## src/rtl/stream_sink.sv

```systemverilog
`default_nettype none
// ============================================================================
// Module   : stream_sink
// Purpose  : Consumer endpoint for an 8-bit valid/ready stream. It drives
//            programmable backpressure, checks received data against an
//            incrementing sequence and checks handshake compliance. It stops
//            accepting beats after a programmed number of beats.
// Ports    : clk, reset (sync, active-low)
//            s_valid_i/s_data_i/s_ready_o : upstream stream handshake
//            stall_mode_i : 0 ready, 1 never, 2 alternate, 3 LFSR
//            seed_i, exp_init_i, num_beats_i, start_i : run configuration
//            beat_cnt_o, err_cnt_o, mismatch_o, proto_err_o, done_o,
//            last_data_o : status
// Revision : 1.0 - initial release
// ============================================================================
module stream_sink #(
  parameter int DATA_W = 8,
  parameter int CNT_W  = 16
) (
  input  logic              clk,
  input  logic              reset,
  input  logic              s_valid_i,
  input  logic [DATA_W-1:0] s_data_i,
  output logic              s_ready_o,
  input  logic [1:0]        stall_mode_i,
  input  logic [7:0]        seed_i,
  input  logic [DATA_W-1:0] exp_init_i,
  input  logic [CNT_W-1:0]  num_beats_i,
  input  logic              start_i,
  output logic [CNT_W-1:0]  beat_cnt_o,
  output logic [CNT_W-1:0]  err_cnt_o,
  output logic              mismatch_o,
  output logic              proto_err_o,
  output logic              done_o,
  output logic [DATA_W-1:0] last_data_o
);

  typedef enum logic [1:0] {
    ST_IDLE = 2'd0,
    ST_RUN  = 2'd1,
    ST_DONE = 2'd2
  } state_t;

  localparam logic [CNT_W-1:0] C_CNT_MAX = {CNT_W{1'b1}};
  localparam logic [7:0]       C_LFSR_ONE = 8'h01;

  state_t            state_q, state_d;
  logic              ready_q, ready_d;
  logic [CNT_W-1:0]  beat_q, beat_d;
  logic [CNT_W-1:0]  err_q, err_d;
  logic              mismatch_q, mismatch_d;
  logic              proto_q, proto_d;
  logic              done_q, done_d;
  logic [DATA_W-1:0] last_q, last_d;
  logic [DATA_W-1:0] exp_q, exp_d;
  logic [7:0]        lfsr_q, lfsr_d;
  logic              toggle_q, toggle_d;
  logic              stall_q, stall_d;
  logic [DATA_W-1:0] stall_data_q, stall_data_d;

  logic              run_w;
  logic              accept_w;
  logic              gate_w;

  assign run_w    = (state_q == ST_RUN);
  // start_i wins over a coincident handshake: that beat is dropped uncounted.
  assign accept_w = run_w & s_valid_i & ready_q & ~start_i;

  always_comb begin
    state_d      = state_q;
    beat_d       = beat_q;
    err_d        = err_q;
    mismatch_d   = mismatch_q;
    proto_d      = proto_q;
    done_d       = done_q;
    last_d       = last_q;
    exp_d        = exp_q;
    lfsr_d       = lfsr_q;
    toggle_d     = toggle_q;
    stall_d      = 1'b0;
    stall_data_d = stall_data_q;

    if (start_i) begin
      state_d    = ST_RUN;
      beat_d     = '0;
      err_d      = '0;
      mismatch_d = 1'b0;
      proto_d    = 1'b0;
      done_d     = 1'b0;
      exp_d      = exp_init_i;
      // An all-zero LFSR would lock up, so a zero seed is remapped.
      lfsr_d     = (seed_i == 8'h00) ? C_LFSR_ONE : seed_i;
      toggle_d   = 1'b1;
    end else if (run_w) begin
      toggle_d = ~toggle_q;
      lfsr_d   = {lfsr_q[6:0], lfsr_q[7] ^ lfsr_q[5] ^ lfsr_q[4] ^ lfsr_q[3]};

      // A beat offered while stalled must be re-offered unchanged.
      if (stall_q && (!s_valid_i || (s_data_i != stall_data_q))) begin
        proto_d = 1'b1;
      end
      stall_d      = s_valid_i & ~ready_q;
      stall_data_d = s_data_i;

      if (accept_w) begin
        beat_d = (beat_q == C_CNT_MAX) ? beat_q : beat_q + CNT_W'(1);
        last_d = s_data_i;
        if (s_data_i != exp_q) begin
          err_d      = (err_q == C_CNT_MAX) ? err_q : err_q + CNT_W'(1);
          mismatch_d = 1'b1;
        end
        // Resync on the received value so a single gap costs one error.
        exp_d = s_data_i + DATA_W'(1);
        if ((num_beats_i != '0) && (beat_d == num_beats_i)) begin
          state_d = ST_DONE;
          done_d  = 1'b1;
        end
      end
    end

    // Gate is taken from the next toggle/LFSR value so that the registered
    // ready always equals the gate of the registers it is launched with.
    case (stall_mode_i)
      2'd0:    gate_w = 1'b1;
      2'd1:    gate_w = 1'b0;
      2'd2:    gate_w = toggle_d;
      default: gate_w = lfsr_d[0];
    endcase
    ready_d = (state_d == ST_RUN) & gate_w;
  end

  always_ff @(posedge clk) begin
    if (!reset) begin
      state_q      <= ST_IDLE;
      ready_q      <= 1'b0;
      beat_q       <= '0;
      err_q        <= '0;
      mismatch_q   <= 1'b0;
      proto_q      <= 1'b0;
      done_q       <= 1'b0;
      last_q       <= '0;
      exp_q        <= '0;
      lfsr_q       <= C_LFSR_ONE;
      toggle_q     <= 1'b1;
      stall_q      <= 1'b0;
      stall_data_q <= '0;
    end else begin
      state_q      <= state_d;
      ready_q      <= ready_d;
      beat_q       <= beat_d;
      err_q        <= err_d;
      mismatch_q   <= mismatch_d;
      proto_q      <= proto_d;
      done_q       <= done_d;
      last_q       <= last_d;
      exp_q        <= exp_d;
      lfsr_q       <= lfsr_d;
      toggle_q     <= toggle_d;
      stall_q      <= stall_d;
      stall_data_q <= stall_data_d;
    end
  end

  assign s_ready_o   = ready_q;
  assign beat_cnt_o  = beat_q;
  assign err_cnt_o   = err_q;
  assign mismatch_o  = mismatch_q;
  assign proto_err_o = proto_q;
  assign done_o      = done_q;
  assign last_data_o = last_q;

endmodule
`default_nettype wire

```

## config.mk

```make
export PLATFORM = sky130hd
export DESIGN_NAME = stream_sink
export DESIGN_NICKNAME = d
export VERILOG_FILES = /design/src/rtl/stream_sink.sv
export SDC_FILE = /design/constraint.sdc
export NUM_CORES = 1
export LEC_CHECK = 0
export CELL_PAD_IN_SITES_DETAIL_PLACEMENT = 2
export CELL_PAD_IN_SITES_GLOBAL_PLACEMENT = 2
export CORE_AREA = 5 5 129 131
export CTS_BUF_LIST = sky130_fd_sc_hd__clkbuf_8
export CTS_CLUSTER_DIAMETER = 50
export DETAILED_ROUTE_END_ITERATION = 7
export DIE_AREA = 0 0 134 136
export PLACE_DENSITY_LB_ADDON = 0.1
export SYNTH_ARGS = -nofsm -noshare
export SYNTH_HDL_FRONTEND = slang
export SYNTH_SLANG_ARGS = --single-unit
export TNS_END_PERCENT = 10
```

## constraint.sdc

```tcl
create_clock -name clk -period 2.45 [get_ports clk]
set_clock_uncertainty 0.05 [all_clocks]
set_input_delay 0.3675 -clock clk [delete_from_list [all_inputs] [get_ports clk]]
set_output_delay 0.3675 -clock clk [all_outputs]
set_load 0.1 [all_outputs]
```

After elaboration in Yosys (flattened, before gate mapping)
Cells that the tools add are included.

word-level totals
  bits in registers = 72
  input bits = 46
  output and inout port bits = 44
  word-level logic and storage cells = 73

operators by class
  add/subtract/negate cells = 3
  equality and inequality tests = 9
  mux-type cells = 14
  bitwise logic cells = 14
  reductions and logical operators = 19

operators with widths
  cell                                            count
  2-to-1 mux 8 bit                                6
  adder 16 x 1 -> 16 bit (second input constant)  2
  == test 16 bit (second input constant)          2
  == test 16 bit                                  1
  2-to-1 mux 16 bit                               1
  inequality test 8 bit                           2
  nonzero test 16 bit                             1
  AND reduction 3 bit                             3
  adder 8 x 1 -> 8 bit (second input constant)    1
  logical NOT 8 bit                               1
  2-to-1 mux 2 bit                                4
  AND reduction 2 bit                             4
  == test 2 x 1 -> 1 bit (second input constant)  3
  NOT 1 bit                                       6
  bitwise AND 1 bit                               5
  AND reduction 4 bit                             1
  nonzero test 2 bit                              2
  one-hot mux 1 bit (3 select lines)              1
  OR reduction 3 bit                              1
  bitwise XOR 1 bit                               3
  == test 2 bit (second input constant)           1
  logical AND 1 bit                               2
  logical NOT 2 bit                               1
  2-to-1 mux 1 bit                                2
  3 further kinds                                 3

Longest topological paths before layout
Gate-level depths: netlist of the first run.

  word-level depth = 10
  gate-level depth with buffers = 10
  mapped depth without buffers = 9

Worst setup path before layout of the first run
Ideal clock, no wire load.

  path type = reg-to-reg
  from = register beat_q[1], in the netlist beat_cnt_o[1]
  to = register ready_q, in the netlist s_ready_o
  setup time = 118 ps
  data arrival time = 2954 ps
  data required time = 2282 ps
  path slack = -672 ps
  cell stages (with the launch flop) = 11
  buffers on the path = 1
  period minus slack after synthesis = 3122 ps
  cell sequence = dfxtp_1 ha_1 buf_2 nand4_1 nor4_2 xor2_1 o221ai_1 mux2i_1 a211oi_1 nand4_2 o2111a_1

on the way
  cells in the longest elaborated chain, start to end = 10
  elaborated cells on any way between the ends = 11
  those cells by class = 1 x add/sub; 3 x eq/ne; 5 x mux; 1 x bitwise; 1 x reduce/logical

ends and longest elaborated chain
  item                                                             line  text
  start: declaration                                               49    logic [CNT_W-1:0] beat_q, beat_d;
  start signal: assignment                                         150   beat_q <= beat_d;
  adder 16 x 1 -> 16 bit / == test 16 bit (equally long branches)  106   beat_d = (beat_q == C_CNT_MAX) ? beat_q : beat_q + CNT_W'(1);
  2-to-1 mux 16 bit (*)                                            106
  == test 16 bit (*)                                               114   if ((num_beats_i != '0) && (beat_d == num_beats_i)) begin
  logical AND 1 bit (*)                                            114
  2-to-1 mux 2 bit (*)                                             114
  2-to-1 mux 2 bit (*)                                             105   if (accept_w) begin
  2-to-1 mux 2 bit (*)                                             94    end else if (run_w) begin
  2-to-1 mux 2 bit (*)                                             83    if (start_i) begin
  == test 2 x 1 -> 1 bit (*)                                       129   ready_d = (state_d == ST_RUN) & gate_w;
  bitwise AND 1 bit (*)                                            129
  end signal: assignment                                           149   ready_q <= ready_d;
  end: declaration                                                 48    logic ready_q, ready_d;

Mark *: on every way between the ends. The rest lies on a longest branch, timed or not.
A chain may end at the register's enable or synchronous reset.

Worst setup path after layout of the first run
  from = register beat_q[10], in the netlist beat_cnt_o[10]
  to = register ready_q, in the netlist s_ready_o

The elaborated chain is that of the path after synthesis.

==> results of run 1 <==
-- state kept, by name, indices dropped and copies added (netlist names) --
| signal | flops |
|---|---|
| stall_q | 1 |
| mismatch_o | 1 |
| state_q | 2 |
| last_data_o | 8 |
| beat_cnt_o | 16 |
| proto_err_o | 1 |
| lfsr_q | 8 |
| err_cnt_o | 16 |
| stall_data_q | 8 |
| done_o | 1 |
| exp_q | 8 |
| toggle_q | 1 |
| s_ready_o | 1 |
-- final cells by class --
type	instances	area (µm²)	area share
well taps	192	240	0.0405
clock buffers	12	165	0.0279
flip-flops and latches	72	1510	0.254
repair buffers	166	1360	0.230
inverters	12	45.0	0.00760
multi-input cells	392	2590	0.437
clock inverters	4	18.8	0.00317
-- power groups by stage --
stage,registers (µW),logic (µW),clock network [µW]
finish,1200,359,917
global route,1200,393,1020
CTS,1200,363,976
detailed placement,1230,359,0
global placement,1230,349,0
floorplan,1240,160,0
-- worst paths after layout --
check,startpoint,end,slack [ns]
max,beat_cnt_o[10],s_ready_o,-0.02
min,s_ready_o,stall_q,0.41
max reg2reg,beat_cnt_o[10],s_ready_o,-0.02
min reg2reg,s_ready_o,stall_q,0.41
-- cell usage in the layout, fill, tap and decap left out, drive strengths merged, types with 2 or more instances in the layout --
master,Yosys,routed
nand2b,3,3
a31oi,5,5
nor3,10,10
and3,8,8
and2,10,10
mux2i,13,13
xor2,43,43
clkdlybuf4s50,0,45
nand2,68,68
nor4,13,13
and4,6,6
o21ai,25,25
nor2,53,53
and4b,2,2
buf,11,121
clkbuf,22,12
a21boi,16,16
or3,2,2
nor2b,8,8
nand3,20,20
nand4,10,10
a211oi,8,8
inv,12,15
a21oi,22,22
ha,3,3
dfxtp,72,72
xnor2,29,29
-- cell families (layout without fill, tap and decap cells) --
family,after synthesis,in the layout,share of synthesized area
AO/OA/AOI/OAI,88,88,0.138
XOR/XNOR,72,72,0.155
adder cells (fa/ha/maj),3,3,0.00922
buffers and inverters,45,194,0.0455
flip-flops,72,72,0.354
multiplexers,14,14,0.0347
AND/OR/NAND/NOR,215,215,0.263
-- metal layers --
metal  track usage  up-vias  routed length [µm]
li1              -     2032                   -
met1         0.202     2055                6680
met2         0.314       73                7910
met3        0.0292       24                 439
met4        0.0657        0                 346
met5             0        -                   0
-- what timing repair did --
action | in CTS | in global routing
hold buffers | 0 | 0
endpoints found under the setup margin | 4 | 4
buffers inserted | 1 | 3
pin swaps | 5 | 8
gates resized for setup | 8 | 14
endpoints found under the hold margin | 0 | 0
-- worst max-delay path, cell delays in order (launching register included) --
cell	delay, ns
dfxtp_4	0.36
nand3_4	0.08
or3_4	0.44
o2111ai_2	0.20
xnor2_1	0.10
a2111oi_2	0.43
buf_4	0.18
and4_4	0.23
nand4_4	0.13
o2111a_1	0.17
-- stage by stage --
stage / hold WS (ns) / util / instance area, µm² / cells / worst slack, ns
6_report: 0.414 / 0.383 / 5930 / 850 / -0.0221
5_1_grt: 0.439 / 0.383 / 5930 / 850 / -0.146
4_1_cts: 0.415 / 0.377 / 5830 / 847 / -0.0206
3_5_place_dp: 0.409 / 0.362 / 5600 / 830 / -0.292
3_3_place_gp: 0.401 / 0.362 / 5600 / 830 / -0.246
2_1_floorplan: 0.398 / - / 4190 / 509 / -0.0554
==> impl_metrics.prom, run 1 <==
# TYPE chip_impl_metric gauge
chip_impl_metric{name="design_power_total",unit="µW"} 2470
chip_impl_metric{name="grt_pass1_vias",unit=""} 4697
chip_impl_metric{name="power.clock.fraction",unit=""} 0.371
chip_impl_metric{name="placed_wire_length_estimate_after_detailed_placement",unit="µm"} 11700
chip_impl_metric{name="ff_latch_count_synth",unit=""} 72
chip_impl_metric{name="power_report.internal_total",unit="µW"} 1800
chip_impl_metric{name="clk_latency_worst_skew_pair",unit="ns"} 0.37
chip_impl_metric{name="synthArstFlopShare",unit=""} 0
chip_impl_info{name="rsz0062_at_grt",value="true"} 1
chip_impl_metric{name="routed_wirelength",unit="µm"} 15400
chip_impl_metric{name="fp-row-count",unit=""} 46
chip_impl_info{name="violations",value="setup timing"} 1
chip_impl_metric{name="antenna_found_initial",unit=""} 0
chip_impl_metric{name="detail-route-antenna-nets",unit=""} 0
chip_impl_metric{name="grt_max_degree",unit=""} 39
chip_impl_metric{name="globalplace.congestion",unit=""} 0.773
chip_impl_metric{name="worst_ep_arrival_time",unit="ns"} 2.68
chip_impl_metric{name="die-height",unit="µm"} 136
chip_impl_info{name="element_type_at_the_critical_path_start",value="flip-flop"} 1
chip_impl_metric{name="worst-path-max-fanout",unit=""} 4
chip_impl_metric{name="drt_first_iter_violations",unit=""} 103
chip_impl_metric{name="hold_depth",unit=""} 1
chip_impl_metric{name="crit_required",unit="ns"} 2.66
chip_impl_info{name="synthTopCellsByCount",value="dfxtp_1 (72), nand2_1 (68), nor2_1 (52)"} 1
chip_impl_info{name="root_buffer_master",value="clkbuf_8"} 1
chip_impl_metric{name="start_util",unit=""} 0.263
chip_impl_metric{name="synth_enable_flop_cells",unit=""} 0
chip_impl_info{name="worst-setup-path-type",value="reg -> reg"} 1
chip_impl_metric{name="rr_worst_depth",unit=""} 9
chip_impl_metric{name="power_per_cell_area",unit="mW/mm²"} 417
chip_impl_info{name="most_numerous_cell_in_the_yosys_netlist",value="dfxtp_1"} 1
chip_impl_info{name="most_used_flip_flop_cell_after_synthesis",value="dfxtp_1"} 1
chip_impl_metric{name="drt_pre_antenna_iters",unit=""} 4
chip_impl_metric{name="worst_slew_margin_rel",unit=""} 0.603
chip_impl_metric{name="finalCriticalPeriod",unit="ns"} 2.47
chip_impl_metric{name="io-pin-count",unit=""} 90
chip_impl_metric{name="finalHoldViolations",unit=""} 0
chip_impl_metric{name="synthesis.area",unit="mm²"} 0.00407
chip_impl_metric{name="ctsLongestPathBuffers",unit=""} 2
chip_impl_metric{name="share_of_layout_cells_above_drive_strength_1",unit=""} 0.272
chip_impl_metric{name="nFillCells",unit=""} 1758
chip_impl_metric{name="setup-violations-final",unit=""} 1
chip_impl_metric{name="sequential_fraction_of_the_synthesis_area",unit=""} 0.354
chip_impl_metric{name="worst-slew-pin-transition",unit="ns"} 0.590
chip_impl_metric{name="nNetsFinal",unit=""} 702
chip_impl_metric{name="yosysWarnings",unit=""} 0
chip_impl_metric{name="postLayoutSetupSlackWorst",unit="ns"} -0.0221
chip_impl_metric{name="p_sw_frac",unit=""} 0.274
chip_impl_metric{name="cap_violations",unit=""} 0
chip_impl_metric{name="synthDistinctLibCells",unit=""} 49
chip_impl_metric{name="clock-sinks",unit=""} 72
chip_impl_metric{name="area_growth_syn_to_layout",unit="%"} 45.6
chip_impl_metric{name="power.leakage",unit="µW"} 0.00232
chip_impl_metric{name="cts_max_level",unit=""} 3
chip_impl_metric{name="remaining_drc_errors",unit=""} 0
chip_impl_metric{name="grt_pass1_wl",unit="µm"} 24700
chip_impl_metric{name="final_max_slew_viol_count",unit=""} 0
chip_impl_metric{name="cts.clk_slew.worst_paths",unit="ns"} 0.07
chip_impl_info{name="cell_type_with_the_highest_aggregate_area_in_the_netlist",value="dfxtp_1"} 1
chip_impl_metric{name="die-area",unit="mm²"} 0.0182
chip_impl_metric{name="sequentialPowerShare",unit=""} 0.484
chip_impl_info{name="hp-class",value="reg -> reg"} 1
chip_impl_metric{name="worst_ir_drop_vdd",unit="mV"} 0.222
chip_impl_metric{name="layout_worst_path_cycle_share",unit=""} 1.01
chip_impl_metric{name="cts-buffers-inserted",unit=""} 9
chip_impl_metric{name="synth_top_area_frac",unit=""} 0.354
chip_impl_metric{name="syn_avg_cell_area",unit="µm²"} 8.00
chip_impl_metric{name="portBuffers",unit=""} 89
chip_impl_metric{name="grt.total_usage",unit=""} 0.173
chip_impl_info{name="critical_path.endpoint_type",value="flip-flop"} 1
chip_impl_info{name="outcome",value="finished, violations left"} 1
chip_impl_info{name="clock_tree_from_tritoncts",value="done"} 1
chip_impl_metric{name="routed_via_density",unit=""} 4.92
chip_impl_metric{name="power.switching",unit="µW"} 678
chip_impl_metric{name="highest_clock_rate",unit="MHz"} 405
chip_impl_metric{name="syn_nets",unit=""} 558
chip_impl_metric{name="die_x",unit="µm"} 134
chip_impl_metric{name="vias",unit=""} 4184
chip_impl_metric{name="antenna_cells",unit=""} 0
chip_impl_metric{name="netlist_instances",unit=""} 509
chip_impl_metric{name="aggregate_negative_setup_slack",unit="ns"} -0.0221
chip_impl_metric{name="wl_per_cell",unit="µm"} 18.1
chip_impl_info{name="synth_area_leaders",value="dfxtp_1 (35%), xor2_1 (9.3%), nand2_1 (6.3%)"} 1
chip_impl_metric{name="global_route.overflow_total",unit=""} 0
chip_impl_metric{name="core_area",unit="mm²"} 0.0155
chip_impl_metric{name="combPwrFrac",unit=""} 0.145
No activity file was read; power rests on OpenSTA's default activity.
==> run 2: changes to the inputs <==
--- a/config.mk
+++ b/config.mk
@@ -9,10 +9,11 @@
 export CELL_PAD_IN_SITES_GLOBAL_PLACEMENT = 2
 export CORE_AREA = 5 5 129 131
 export CTS_BUF_LIST = sky130_fd_sc_hd__clkbuf_8
-export CTS_CLUSTER_DIAMETER = 50
+export CTS_CLUSTER_DIAMETER = 60
 export DETAILED_ROUTE_END_ITERATION = 7
 export DIE_AREA = 0 0 134 136
 export PLACE_DENSITY_LB_ADDON = 0.1
+export SETUP_SLACK_MARGIN = 0.15
 export SYNTH_ARGS = -nofsm -noshare
 export SYNTH_HDL_FRONTEND = slang
 export SYNTH_SLANG_ARGS = --single-unit
==> run 2 against run 1 <==
  * The flow now finishes without violations
  * Global-route usage grew 0.25 points
  * Die area stayed put
  * Final area decreased by 0.82%
  * Worst setup slack improved by 0.069 ns
  * Critical path type unchanged
  * Highest routed layer unchanged
==> impl_metrics.prom, run 2 (same netlist as run 1, synthesis figures left out) <==
# TYPE chip_impl_metric gauge
chip_impl_metric{name="drt_pre_antenna_iters",unit=""} 4
chip_impl_metric{name="hold_buffers",unit=""} 0
chip_impl_metric{name="globalplace.congestion",unit=""} 0.824
chip_impl_metric{name="global_route.overflow_total",unit=""} 0
chip_impl_info{name="mostFrequentLayoutCells",value="buf_4 (121), nand2_1 (67), dfxtp_1 (52)"} 1
chip_impl_metric{name="detail-route-antenna-nets",unit=""} 0
chip_impl_metric{name="finalCriticalPeriod",unit="ns"} 2.40
chip_impl_metric{name="fp-row-count",unit=""} 46
chip_impl_metric{name="nNetsFinal",unit=""} 702
chip_impl_metric{name="io-pin-count",unit=""} 90
chip_impl_metric{name="rr_worst_depth",unit=""} 11
chip_impl_metric{name="worst-slew-pin-transition",unit="ns"} 0.537
chip_impl_metric{name="routed_wirelength",unit="µm"} 15200
chip_impl_metric{name="clk_latency_worst_skew_pair",unit="ns"} 0.37
chip_impl_metric{name="drt_first_iter_violations",unit=""} 91
chip_impl_info{name="clock_tree_from_tritoncts",value="done"} 1
chip_impl_metric{name="cap_violations",unit=""} 0
chip_impl_metric{name="crit_required",unit="ns"} 2.67
chip_impl_info{name="most_common_cell_after_layout_fill_and_taps_aside",value="buf_4"} 1
chip_impl_metric{name="vias",unit=""} 4152
chip_impl_metric{name="power_per_cell_area",unit="mW/mm²"} 431
chip_impl_metric{name="hold_depth",unit=""} 1
chip_impl_metric{name="setup-violations-final",unit=""} 0
chip_impl_metric{name="wl_per_cell",unit="µm"} 17.8
chip_impl_metric{name="cts-buffers-inserted",unit=""} 9
chip_impl_info{name="critical_path.endpoint_type",value="flip-flop"} 1
chip_impl_metric{name="layout_worst_path_cycle_share",unit=""} 0.981
chip_impl_metric{name="antenna_found_initial",unit=""} 0
chip_impl_metric{name="grt_max_degree",unit=""} 39
chip_impl_info{name="root_buffer_master",value="clkbuf_8"} 1
chip_impl_info{name="outcome",value="completed"} 1
chip_impl_metric{name="final_max_slew_viol_count",unit=""} 0
chip_impl_metric{name="worst-path-max-fanout",unit=""} 6
chip_impl_metric{name="finalHoldViolations",unit=""} 0
chip_impl_metric{name="design_power_total",unit="µW"} 2530
chip_impl_metric{name="aggregate_negative_setup_slack",unit="ns"} 0
chip_impl_metric{name="area_growth_syn_to_layout",unit="%"} 44.4
chip_impl_metric{name="remaining_drc_errors",unit=""} 0
chip_impl_metric{name="grt_pass1_wl",unit="µm"} 25300
chip_impl_metric{name="instances_no_fill",unit=""} 850
chip_impl_metric{name="clock-sinks",unit=""} 72
chip_impl_info{name="element_type_at_the_critical_path_start",value="flip-flop"} 1
chip_impl_metric{name="share_of_layout_cells_above_drive_strength_1",unit=""} 0.269
chip_impl_metric{name="cts_max_level",unit=""} 3
chip_impl_metric{name="worst_ep_arrival_time",unit="ns"} 2.62
chip_impl_metric{name="start_util",unit=""} 0.263
chip_impl_metric{name="worst_ir_drop_vdd",unit="mV"} 0.187
chip_impl_metric{name="placed_wire_length_estimate_after_detailed_placement",unit="µm"} 11700
chip_impl_metric{name="routed_via_density",unit=""} 4.88
chip_impl_metric{name="die-height",unit="µm"} 136
chip_impl_metric{name="portBuffers",unit=""} 89
chip_impl_metric{name="power.leakage",unit="µW"} 0.00228
chip_impl_info{name="rsz0062_at_grt",value="true"} 1
chip_impl_metric{name="antenna_cells",unit=""} 0
chip_impl_metric{name="grt.total_usage",unit=""} 0.175
chip_impl_metric{name="numPlacedInstances",unit=""} 832
chip_impl_info{name="worst-setup-path-type",value="reg -> reg"} 1
chip_impl_metric{name="core_area",unit="mm²"} 0.0155
chip_impl_metric{name="die-area",unit="mm²"} 0.0182
chip_impl_metric{name="highest_clock_rate",unit="MHz"} 416
chip_impl_metric{name="cts.clk_slew.worst_paths",unit="ns"} 0.08
chip_impl_metric{name="worst_slew_margin_rel",unit=""} 0.641
chip_impl_metric{name="grt_pass1_vias",unit=""} 4765
chip_impl_metric{name="ctsLongestPathBuffers",unit=""} 2
chip_impl_metric{name="die_x",unit="µm"} 134
chip_impl_info{name="hp-class",value="reg -> reg"} 1
## run 2: cell types whose count changed in the layout (fill, tap and decap cells not counted), sizes merged
| cell | change |
|---|---|
| inv | -2 |
| clkinvlp | +1 |
| clkbuf | +1 |
## run 2: per-stage QoR
stage	util	worst slack (ns)	cell area, µm²	hold WS, ns
2_1_floorplan	-	0.0149	4230	0.398
3_3_place_gp	0.364	-0.132	5630	0.405
3_5_place_dp	0.364	-0.239	5630	0.402
4_1_cts	0.379	0.0213	5870	0.418
5_1_grt	0.380	-0.0828	5880	0.425
6_report	0.380	0.0471	5880	0.413
## run 2: worst paths after layout
| kind | startpoint | to | slack (ns) |
|---|---|---|---|
| hold reg to reg | s_ready_o | stall_q | 0.41 |
| hold / removal | s_ready_o | stall_q | 0.41 |
| setup reg to reg | beat_cnt_o[1] | s_ready_o | 0.05 |
| setup / recovery | beat_cnt_o[1] | s_ready_o | 0.05 |
## run 2: what timing repair did
action / 4_1_cts / 5_1_grt
pin swaps: 5 / 3
gates resized for setup: 8 / 1
buffers inserted: 1 / 1
setup endpoints to repair: 4 / 4
## run 2: final cells by class
class / instances / area [µm²]
tap: 192 / 240
clock inverter: 3 / 22.5
multi-input combinational: 392 / 2520
sequential: 72 / 1510
clock buffer: 13 / 179
inverter: 12 / 45.0
fill: 1786 / 9600
timing repair buffer: 166 / 1360
## run 2: power by group
| part | internal, µW | switching, µW |
|---|---|---|
| Clock | 481 | 487 |
| Combinational | 179 | 185 |
| Sequential | 1180 | 20.1 |
| Total | 1840 | 692 |
## run 2: worst max-delay path: stages (launching register included)
cell,delay (ns)
dfxtp_4,0.36
ha_1,0.19
nand4_1,0.17
buf_4,0.19
nor4_4,0.20
buf_4,0.21
xor2_1,0.07
o221ai_1,0.17
mux2i_1,0.15
a211oi_2,0.18
nand4_2,0.19
o2111a_1,0.17
## run 2: routing by layer
metal	track usage	wire length, µm	up-vias
met3	0.0296	415	12
met4	0.0509	174	0
met5	0	0	-
met1	0.213	6810	2054
met2	0.317	7760	57
li1	-	-	2029
